**config.mk**
```make
export PLATFORM = sky130hd
export DESIGN_NAME = csa_seq_wide_adder_flat
export DESIGN_NICKNAME = d
export VERILOG_FILES = /design/src/rtl/csa_seq_wide_adder_if.sv /design/src/rtl/csa_seq_wide_adder.sv /design/src/flat_wrapper.sv
export SDC_FILE = /design/constraint.sdc
export NUM_CORES = 1
export LEC_CHECK = 0
export CORE_MARGIN = 2
export CORE_UTILIZATION = 54
export DETAILED_ROUTE_END_ITERATION = 12
export GPL_ROUTABILITY_DRIVEN = 0
export PLACE_DENSITY = 0.94
export SETUP_SLACK_MARGIN = 0.02
export SLEW_MARGIN = 10
export SYNTH_ARGS = -nofsm -noshare
export SYNTH_HDL_FRONTEND = slang
export SYNTH_SLANG_ARGS = --single-unit
```
**constraint.sdc**
```tcl
create_clock -name clk -period 7.5 [get_ports clk]
set_clock_uncertainty 0.05 [all_clocks]
set_input_delay 1.5 -clock clk [delete_from_list [all_inputs] [get_ports clk]]
set_output_delay 1.5 -clock clk [all_outputs]
set_load 0.01 [all_outputs]
```
**src/rtl/csa_seq_wide_adder_if.sv**
```systemverilog
// Request/result bundle between a host and csa_seq_wide_adder.
// The sub field exists only when CSA_SEQ_SUB_EN is defined.
interface csa_seq_wide_adder_if #(
  parameter int NIBBLES = 4
);
  localparam int W = 4 * NIBBLES;

  logic         start;
  logic [W-1:0] a;
  logic [W-1:0] b;
  logic         cin;
`ifdef CSA_SEQ_SUB_EN
  logic         sub;
`endif
  logic         busy;
  logic         done;
  logic [W-1:0] sum;
  logic         cout;
  logic         ovf;

  modport master (
`ifdef CSA_SEQ_SUB_EN
    output sub,
`endif
    output start, a, b, cin,
    input  busy, done, sum, cout, ovf
  );

  modport slave (
`ifdef CSA_SEQ_SUB_EN
    input  sub,
`endif
    input  start, a, b, cin,
    output busy, done, sum, cout, ovf
  );
endinterface

```
**src/rtl/csa_seq_wide_adder.sv**
```systemverilog
// Sequential wide adder: one shared 4-bit carry-select slice walks nibbles LSB->MSB.
// Optional subtract mode enabled by defining CSA_SEQ_SUB_EN.
module csa_seq_wide_adder #(
  parameter int NIBBLES = 4
) (
  input logic                   clk,
  input logic                   rst,
  csa_seq_wide_adder_if.slave   bus
);
  localparam int W  = 4 * NIBBLES;
  localparam int IW = (NIBBLES > 1) ? $clog2(NIBBLES) : 1;

  localparam logic [1:0] ST_IDLE = 2'd0;
  localparam logic [1:0] ST_RUN  = 2'd1;
  localparam logic [1:0] ST_DONE = 2'd2;

  localparam logic [IW-1:0] IDX_LAST = IW'(NIBBLES - 1);
  localparam logic [IW-1:0] IDX_ONE  = IW'(32'd1);

  // Carry-select slice: both carry-in outcomes are formed, the real carry picks one.
  function automatic logic [4:0] csa4(input logic [3:0] x, input logic [3:0] y, input logic c);
    logic [4:0] s0;
    logic [4:0] s1;
    s0 = {1'b0, x} + {1'b0, y};
    s1 = {1'b0, x} + {1'b0, y} + 5'd1;
    return c ? s1 : s0;
  endfunction

  logic [1:0]    state_r;
  logic [IW-1:0] idx_r;
  logic          carry_r;
  logic [W-1:0]  a_r;
  logic [W-1:0]  b_r;
  logic [W-1:0]  sum_r;
  logic          cout_r;
  logic          ovf_r;
  logic          busy_r;
  logic          done_r;

  logic [W-1:0]  b_eff_s;
  logic          cin_eff_s;
  logic [3:0]    a_nibs_s [NIBBLES];
  logic [3:0]    b_nibs_s [NIBBLES];
  logic [3:0]    a_nib_s;
  logic [3:0]    b_nib_s;
  logic [4:0]    slice_s;
  logic          last_s;

`ifdef CSA_SEQ_SUB_EN
  assign b_eff_s   = bus.sub ? ~bus.b : bus.b;
  assign cin_eff_s = bus.sub ? 1'b1 : bus.cin;
`else
  assign b_eff_s   = bus.b;
  assign cin_eff_s = bus.cin;
`endif

  for (genvar g = 0; g < NIBBLES; g++) begin : g_nib
    assign a_nibs_s[g] = a_r[4*g +: 4];
    assign b_nibs_s[g] = b_r[4*g +: 4];
  end

  assign a_nib_s = a_nibs_s[idx_r];
  assign b_nib_s = b_nibs_s[idx_r];
  assign slice_s = csa4(a_nib_s, b_nib_s, carry_r);
  assign last_s  = (idx_r == IDX_LAST);

  // Control FSM, operand latches and result registers.
  always_ff @(posedge clk) begin
    if (rst) begin
      state_r <= ST_IDLE;
      idx_r   <= {IW{1'b0}};
      carry_r <= 1'b0;
      a_r     <= {W{1'b0}};
      b_r     <= {W{1'b0}};
      sum_r   <= {W{1'b0}};
      cout_r  <= 1'b0;
      ovf_r   <= 1'b0;
      busy_r  <= 1'b0;
      done_r  <= 1'b0;
    end else begin
      case (state_r)
        ST_IDLE, ST_DONE: begin
          done_r <= 1'b0;
          if (bus.start) begin
            a_r     <= bus.a;
            b_r     <= b_eff_s;
            carry_r <= cin_eff_s;
            idx_r   <= {IW{1'b0}};
            sum_r   <= {W{1'b0}};
            cout_r  <= 1'b0;
            ovf_r   <= 1'b0;
            busy_r  <= 1'b1;
            state_r <= ST_RUN;
          end else begin
            busy_r  <= 1'b0;
            state_r <= ST_IDLE;
          end
        end
        ST_RUN: begin
          for (int i = 0; i < NIBBLES; i++) begin
            if (idx_r == IW'(i)) begin
              sum_r[4*i +: 4] <= slice_s[3:0];
            end
          end
          carry_r <= slice_s[4];
          if (last_s) begin
            // Signed overflow: operands agree in sign but the result does not.
            cout_r  <= slice_s[4];
            ovf_r   <= (a_r[W-1] == b_r[W-1]) && (slice_s[3] != a_r[W-1]);
            idx_r   <= {IW{1'b0}};
            busy_r  <= 1'b0;
            done_r  <= 1'b1;
            state_r <= ST_DONE;
          end else begin
            idx_r   <= idx_r + IDX_ONE;
            busy_r  <= 1'b1;
            done_r  <= 1'b0;
            state_r <= ST_RUN;
          end
        end
        default: begin
          busy_r  <= 1'b0;
          done_r  <= 1'b0;
          state_r <= ST_IDLE;
        end
      endcase
    end
  end

  assign bus.busy = busy_r;
  assign bus.done = done_r;
  assign bus.sum  = sum_r;
  assign bus.cout = cout_r;
  assign bus.ovf  = ovf_r;
endmodule

```
**src/flat_wrapper.sv**
```systemverilog
// flat-port wrapper written by rule: the top's interface ports become plain ports
module csa_seq_wide_adder_flat 
#(
  parameter int NIBBLES = 4
)
  (clk, rst, bus_start, bus_a, bus_b, bus_cin, bus_busy, bus_done, bus_sum, bus_cout, bus_ovf);
  csa_seq_wide_adder_if #(.NIBBLES(NIBBLES)) bus_i ();
  input logic clk;
  input logic rst;
  input wire logic [$bits(bus_i.start)-1:0] bus_start;
  input wire logic [$bits(bus_i.a)-1:0] bus_a;
  input wire logic [$bits(bus_i.b)-1:0] bus_b;
  input wire logic [$bits(bus_i.cin)-1:0] bus_cin;
  output wire logic [$bits(bus_i.busy)-1:0] bus_busy;
  output wire logic [$bits(bus_i.done)-1:0] bus_done;
  output wire logic [$bits(bus_i.sum)-1:0] bus_sum;
  output wire logic [$bits(bus_i.cout)-1:0] bus_cout;
  output wire logic [$bits(bus_i.ovf)-1:0] bus_ovf;
  assign bus_i.start = bus_start;
  assign bus_i.a = bus_a;
  assign bus_i.b = bus_b;
  assign bus_i.cin = bus_cin;
  assign bus_busy = bus_i.busy;
  assign bus_done = bus_i.done;
  assign bus_sum = bus_i.sum;
  assign bus_cout = bus_i.cout;
  assign bus_ovf = bus_i.ovf;
  csa_seq_wide_adder #(.NIBBLES(NIBBLES)) u_core (.clk(clk), .rst(rst), .bus(bus_i));
endmodule
```
### Word-level counts from Yosys, hierarchy flattened

Index checks and enable logic that the tools add are counted.

* equal/unequal tests: 12
* mux-type cells: 30
* magnitude comparators: 1
* bitwise operators: 2
* add/subtract/negate cells: 3
* reduce and logical (&&, ||, !) cells: 12

Operator list (count)
* 4-bit 2-to-1 mux: 8
* 16-bit one-hot mux with 2 select lines: 1
* 4-bit binary-select mux with 2-bit select: 2
* 16-bit 2-to-1 mux: 1
* 3-bit AND reduction: 4
* 1-bit 2-to-1 mux: 8
* 2-bit by 1-bit != test with 1-bit output (second input constant): 4
* 1-bit one-hot mux with 2 select lines: 4
* 2-bit one-hot mux with 2 select lines: 2
* 2-bit == test (second input constant): 3
* 2-bit 2-to-1 mux: 3
* 4-bit by 4-bit adder with 5-bit output: 1
* 5-bit by 1-bit adder with 5-bit output (second input constant): 1
* 5-bit 2-to-1 mux: 1
* 2-bit by 1-bit == test with 1-bit output (second input constant): 2
* 2-bit zero test: 2
* 2-bit AND reduction: 2
* 2-bit OR reduction: 2
* 3-bit greater-or-equal comparator (second input constant): 1
* 2-bit inverter with 3-bit output: 1
* 2-bit by 1-bit adder with 2-bit output (second input constant): 1
* 2-bit != test (second input constant): 1
* 2-bit nonzero test: 1
* 1-bit == test: 1
* 3 further kinds: 3

* input bits: 36
* flip-flop bits (word level): 57
* word-level logic and storage cells: 73
* output and inout bits: 20

### Logic depth before layout (Yosys ltp)

Gate-level depths: netlist of the first run.

* word-level depth: 11
* depth in mapped cells: 12
* depth with buffers taken out: 11

### Worst setup path after synthesis of the first run

Ideal clock, no wire load.

* path kind: register to register
* start point: reg u_core.idx_r[0]
* end point: reg u_core.carry_r
* path buffers: 1
* required time: 7347 ps
* stages on the path, launching flop included: 12
* library setup time: 103 ps
* arrival time: 2883 ps
* period minus slack after synthesis: 3036 ps
* setup slack: 4464 ps
* cells stage by stage: dfxtp_1 > buf_2 > mux4_2 > ha_1 > inv_1 > fa_1 > inv_1 > ha_1 > nand2_1 > nor4_2 > xor2_1 > a2111oi_2

* cells in the longest elaborated chain, start to end: 8
* elaborated cells between the ends (all ways): 11
* classes of those cells: 2 x add/sub; 8 x mux; 1 x bitwise

RTL lines
* start, declared: RTL line csa_seq_wide_adder.sv:30 `logic [IW-1:0] idx_r;`
* start signal, assigned: RTL line csa_seq_wide_adder.sv:71 `idx_r <= {IW{1'b0}};`
* start signal, assigned: RTL line csa_seq_wide_adder.sv:88 `idx_r <= {IW{1'b0}};`
* start signal, assigned: RTL line csa_seq_wide_adder.sv:110 `idx_r <= {IW{1'b0}};`
* 2-bit inverter with 3-bit output (implied by the code) (*): RTL line csa_seq_wide_adder.sv:62, csa_seq_wide_adder.sv:63
* 4-bit binary-select mux with 2-bit select (on tied branches): RTL line csa_seq_wide_adder.sv:62, csa_seq_wide_adder.sv:63
* 4-bit 2-to-1 mux (on tied branches) (2 in a row): RTL line csa_seq_wide_adder.sv:62, csa_seq_wide_adder.sv:63
* 4-bit by 4-bit adder with 5-bit output (*): RTL line csa_seq_wide_adder.sv:24, csa_seq_wide_adder.sv:25
* 5-bit by 1-bit adder with 5-bit output: RTL line csa_seq_wide_adder.sv:25 `s1 = {1'b0, x} + {1'b0, y} + 5'd1;`
* 5-bit 2-to-1 mux (*): RTL line csa_seq_wide_adder.sv:26 `return c ? s1 : s0;`
* 1-bit one-hot mux with 2 select lines (*): RTL line csa_seq_wide_adder.sv:81 `case (state_r)`
* end signal, assigned: RTL line csa_seq_wide_adder.sv:87 `carry_r <= cin_eff_s;`
* end signal, assigned: RTL line csa_seq_wide_adder.sv:105 `carry_r <= slice_s[4];`
* end, declared: RTL line csa_seq_wide_adder.sv:31 `logic carry_r;`

Every way passes the cells marked *; elsewhere a longest branch is shown, timed or not. The select of a mux whose other input is x is not followed.
A chain may end at the register's enable or synchronous reset.

### Worst setup path in the final report of the first run

Ends and elaborated chain as after synthesis.

==> impl_metrics.csv, run 1 <==
group,metric,value,unit
sta,tightest_slew,1166,ps
logic_synthesis,synthXorXnorAreaFrac,0.01705,
sta,fmax,292.5,MHz
logic_synthesis,async_flop_share,0,
sta,rsz0062_at_grt,"false",
cts,root_buffer,"clkbuf_8",
logic_synthesis,synth.largest_area_cell,"dfxtp_1",
drt,finalWirelength,5722,um
worst_setup_path,crit_fanout,13,
power_and_ir_drop,p_leak,1.190,nW
cells_and_area,postLayoutCoreUtil,0.7098,
cts,clk_path_buf_depth,2,
placed_design,portBuffers,55,
logic_synthesis,yosysTopAreaCellShare,0.4493,
placed_design,post-place-ws,4127,ps
run,max_cap_viol_count,0,
global_route,top_usage_layer,"met2",
hold_path,hold_class,"reg2reg",
logic_synthesis,synth_fp_nets,331,
cells_and_area,diodes,0,
logic_synthesis,syn-cell-area,2495,um2
floorplanning,die_y,71.97,um
logic_synthesis,ys_seq_area_frac,0.4493,
drt,ant_nets,0,
power_and_ir_drop,power,0.6034,mW
logic_synthesis,synth-edff-count,0,
cells_and_area,multi_input_area,1270,um2
logic_synthesis,muxShareOfSynthArea,0.1043,
logic_synthesis,syn_area_per_cell,8.754,um2
floorplanning,fp.dieArea,5180,um2
cells_and_area,final_cell_mix,"72 x nand2_1, 56 x dfxtp_1, 54 x clkdlybuf4s50_1",
cts,cts_buffers,5,
floorplanning,row_count,24,
global_route,grt_use_met1,0.2644,
sta,worst_slack,4081,ps
cells_and_area,drive_gt1_frac,0.09366,
logic_synthesis,yosysWarnings,0,
drt,routedWlPerCell,14.94,um
global_route,grt_use_met3,0.04444,
global_route,grt_pass1_wl,9246,um
placed_design,dpl-instance-area,3043,um2
cts,post_cts_resized,0,
worst_setup_path,ff2ff_setup_slack,4080,ps
cts,clock_latency,310,ps
sta,hold_slack,409.0,ps
logic_synthesis,ys_seq_elements,56,
worst_setup_path,startpoint_type,"flop",
logic_synthesis,synthSimpleGateAreaFrac,0.1876,
worst_setup_path,crit_arrival,3570,ps
floorplanning,ioPinCount,56,
logic_synthesis,syn_inst,285,
cts,cts_tree,"done",
sta,relSlewSlack,0.2229,
sta,period_needed,3419,ps
sta,hold_viol,0,
global_route,grt_pass1_vias,2089,
cts,cts_num_sinks,56,
cells_and_area,filler_cell_count,320,
logic_synthesis,synth_compound_area_frac,0.1459,
sta,min_period_over_period,0.4559,
worst_setup_path,worst_setup_path_end_kind,"flop",
logic_synthesis,synth_fa_ha_area_frac,0.05316,
cells_and_area,layout_commonest_cell,"nand2_1",
power_and_ir_drop,pwr_density_cell,192.6,nW/um2
logic_synthesis,synth_cell_type_count,35,
placed_design,dpl.cell_count,375,
cells_and_area,nets,376,
global_route,antenna_found_initial,0,
sta,maxSlewViolCount,0,
drt,route.vias.total,2120,
global_route,grt_overflow_total,0,
global_route,grt_max_degree,55,
cts,holdBufCountCts,0,
global_route,grt.total_usage,0.2284,
global_route,met2_usage,0.4043,
drt,via_per_inst,5.535,
power_and_ir_drop,ir_worst_vdd,0.1326,mV
worst_setup_path,required,7650,ps
run_status,status,"completed",
floorplanning,core-area,4414,um2
cells_and_area,syn2layout_area_growth,25.58,%
floorplanning,dieWidth,71.97,um
logic_synthesis,synth_top_family_by_area,"simple AND/OR/NAND/NOR gates",
cells_and_area,regArea,1121,um2
floorplanning,start_util,0.5652,
cts,path_clk_slew,100,ps
cells_and_area,fin_cells,383,
sta,setup_viol,0,
worst_setup_path,crit_type,"reg2reg",
placed_design,dp_hpwl,3969,um
sta,setup_tns,0,ps
drt,drc,0,
drt,drt_first_pass_iters,4,
cts,cts_setup_buffers,0,
cells_and_area,finalInstanceArea,3133,um2
drt,first_iter_violations,143,
cts,cts_htree_levels,2,
logic_synthesis,synthFlopType,"dfxtp_1",
logic_synthesis,synth_area_leaders,"dfxtp_1 45%, nand2_1 11%, a21oi_1 9.0%, mux4_2 7.2%, ha_1 4.5%",
-- registers in the layout (all words and copies together) (netlist names), 2 cells and up --
| signal | flops |
|---|---|
| u_core.bus.sum | 16 |
| u_core.idx_r | 2 |
| u_core.a_r | 16 |
| u_core.state_r | 2 |
| u_core.b_r | 16 |
-- routing by layer --
metal  vias to the layer above  routed length [um]
met1                      1000                2301
li1                       1046                   -
met2                        58                2951
met4                         0                 159
met3                        16                 309
met5                         -                   0
-- layout make-up --
type | instances | share of cell area
clock buffers | 5 | 0.02196
clock inverters | 3 | 0.006789
inverters | 9 | 0.01078
repair buffers | 56 | 0.1765
well taps | 52 | 0.02077
flip-flops and latches | 56 | 0.3578
multi-input cells | 202 | 0.4054
-- power breakdown --
group	leakage (nW)	internal (mW)	switching, mW
combinational	0.688	0.0548	0.0575
sequential	0.457	0.313	0.0128
clock	0.0445	0.0665	0.0987
-- worst paths after layout --
| path | start | end | cells past startpoint |
|---|---|---|---|
| setup / recovery | u_core.idx_r[0] | u_core.carry_r | 10 |
| hold / removal | u_core.bus.ovf | u_core.bus.ovf | 2 |
| setup reg to reg | u_core.idx_r[0] | u_core.carry_r | 10 |
| hold reg to reg | u_core.bus.ovf | u_core.bus.ovf | 2 |
-- worst max-delay path, stage by stage (launching register included) --
cell and delay, ps:
dfxtp_1 760, mux4_2 590, ha_1 240, inv_1 80, fa_1 460, inv_1 90
ha_1 140, nand2_1 90, nor4_2 310, xor2_1 140, a2111oi_2 370
-- synth_stat cells, types with 3 or more instances --
cell      instances
nand2_1          72
dfxtp_1          56
a21oi_1          45
nor2_1           22
clkbuf_1         10
ha_1              9
inv_1             9
mux2i_1           8
mux4_2            8
nor3_1            7
buf_1             4
buf_2             4
o211ai_1          4
nor2b_1           3
-- cell families after synthesis --
kind of cell / after synthesis
xor+xnor: 4
fa+ha+maj: 10
simple gates: 111
mux: 16
buf+inv: 27
compound gates: 61
flops: 56
Power figures use the tool's default switching activity.
==> inputs of run 2 (changes only) <==
CORE_UTILIZATION = 50   (was 54)
PLACE_DENSITY = 0.88   (was 0.94)
clock period = 3.4 ns   (was 7.5 ns; I/O delays follow)
==> impl_metrics.csv, run 2 (synthesis results as in run 1) <==
group,metric,value,unit
global_route,grt.total_usage,0.2384,
global_route,grt_overflow_total,0,
placed_design,dp_hpwl,4446,um
cts,cts_htree_levels,2,
placed_design,portBuffers,55,
sta,tightest_slew,607.7,ps
sta,relSlewSlack,0.5931,
worst_setup_path,worst_setup_path_end_kind,"flop",
sta,fmax,314.7,MHz
cells_and_area,regArea,1121,um2
power_and_ir_drop,ir_worst_vdd,0.3832,mV
worst_setup_path,crit_fanout,9,
worst_setup_path,crit_path_top_delay_cell,"mux4_2",
sta,min_period_over_period,0.9346,
floorplanning,dieWidth,74.64,um
sta,setup_tns,0,ps
placed_design,dpl.cell_count,394,
cts,clk_path_buf_depth,2,
global_route,grt_pass1_vias,2176,
power_and_ir_drop,p_leak,1.220,nW
cts,cts_tree,"done",
floorplanning,fp.dieArea,5571,um2
cells_and_area,layout_commonest_cell,"nand2_1",
cts,path_clk_slew,100,ps
cts,holdBufCountCts,0,
cts,cts_num_sinks,56,
floorplanning,row_count,25,
cells_and_area,multi_input_area,1270,um2
sta,period_needed,3178,ps
drt,routedWlPerCell,15.23,um
run_status,status,"completed",
drt,via_per_inst,5.405,
worst_setup_path,crit_chain,"mux4_2 > ha_1 > inv_1 > fa_1 > inv_1 > ha_1 > nand2_1 > nor4_2 > xor2_1 > a2111oi_2",
cells_and_area,fin_cells,402,
floorplanning,ioPinCount,56,
drt,dr_wl_met2,3104,um
drt,wl_met3,325,um
hold_path,hold_class,"reg2reg",
worst_setup_path,startpoint_type,"flop",
cells_and_area,filler_cell_count,379,
sta,maxSlewViolCount,0,
drt,ant_nets,0,
sta,rsz0062_at_grt,"false",
power_and_ir_drop,pwr_density_cell,440.6,nW/um2
worst_setup_path,ff2ff_setup_slack,220,ps
global_route,grt_pass1_wl,9880,um
worst_setup_path,crit_arrival,3340,ps
cts,cts_setup_buffers,0,
cells_and_area,drive_gt1_frac,0.1045,
cts,post_cts_resized,0,
drt,wl_met1,2469,um
floorplanning,start_util,0.5247,
worst_setup_path,worstPathBufferInverterCount,2,
drt,finalWirelength,6124,um
cts,clock_latency,320,ps
worst_setup_path,crit_type,"reg2reg",
cells_and_area,final_cell_mix,"72 x nand2_1, 56 x dfxtp_1, 54 x clkdlybuf4s50_1",
floorplanning,die_y,74.64,um
drt,first_iter_violations,146,
drt,drt_first_pass_iters,4,
cells_and_area,diodes,0,
cts,root_buffer,"clkbuf_8",
sta,hold_viol,0,
cts,cts_buffers,5,
sta,setup_viol,0,
worst_setup_path,required,3560,ps
drt,routed.top_layer,"met4",
drt,route.vias.total,2173,
worst_setup_path,max_stage_delay,570,ps
global_route,antenna_found_initial,0,
drt,drc,0,
cells_and_area,nets,380,
cells_and_area,syn2layout_area_growth,28.39,%
worst_setup_path,path_delay_family,"adder cells",
floorplanning,core-area,4755,um2
global_route,grt_max_degree,34,
run,max_cap_viol_count,0,
==> run 2: final cells by class <==
class / count / area share
clock buffer: 5 / 0.02148
clock inverter: 3 / 0.01328
inverter: 9 / 0.01055
multi-input combinational: 202 / 0.3965
sequential: 56 / 0.3500
tap: 67 / 0.02617
timing repair buffer: 60 / 0.1820
==> run 2: worst reg2reg max path: cells and delay by family (launching register included) <==
family	cells	cell delay, ps
adder cells (fa/ha/maj)	3	840
multiplexers	1	570
flip-flops	1	560
AND/OR/NAND/NOR	2	390
AO/OA/AOI/OAI	1	370
buffers and inverters	2	160
XOR/XNOR	1	140
==> run 2: routing by layer <==
layer,track usage,up-vias
met3,0.06292,22
met5,0,-
li1,-,1050
met2,0.4022,70
met1,0.2737,1031
met4,0.1369,0
==> run 2: path summary, 6_finish.rpt <==
| check | start | end | cells past startpoint |
|---|---|---|---|
| setup / recovery | u_core.idx_r[0] | u_core.carry_r | 10 |
| hold / removal | u_core.bus.ovf | u_core.bus.ovf | 2 |
| setup reg to reg | u_core.idx_r[0] | u_core.carry_r | 10 |
| hold reg to reg | u_core.bus.ovf | u_core.bus.ovf | 2 |
==> run 2: where the power goes <==
group	internal (mW)	switching (mW)
logic	0.125	0.133
registers	0.691	0.0285
clock network	0.218	0.216
total	1.03	0.377
==> run 2: per-stage QoR <==
| step | setup slack, ps | cell area (um2) | hold WS, ps | util | power, mW |
|---|---|---|---|---|---|
| after global placement | 417.3 | 3092 | 384.4 | 0.6503 | 0.9720 |
| final | 222.4 | 3203 | 406.0 | 0.6737 | 1.411 |
| after floorplan | 363.8 | 2495 | 383.1 | - | 0.8827 |
| after detailed placement | 247.3 | 3092 | 402.8 | 0.6503 | 0.9860 |
| after CTS | 209.9 | 3203 | 416.8 | 0.6737 | 1.412 |
| after global routing | 25.84 | 3203 | 431.7 | 0.6737 | 1.464 |
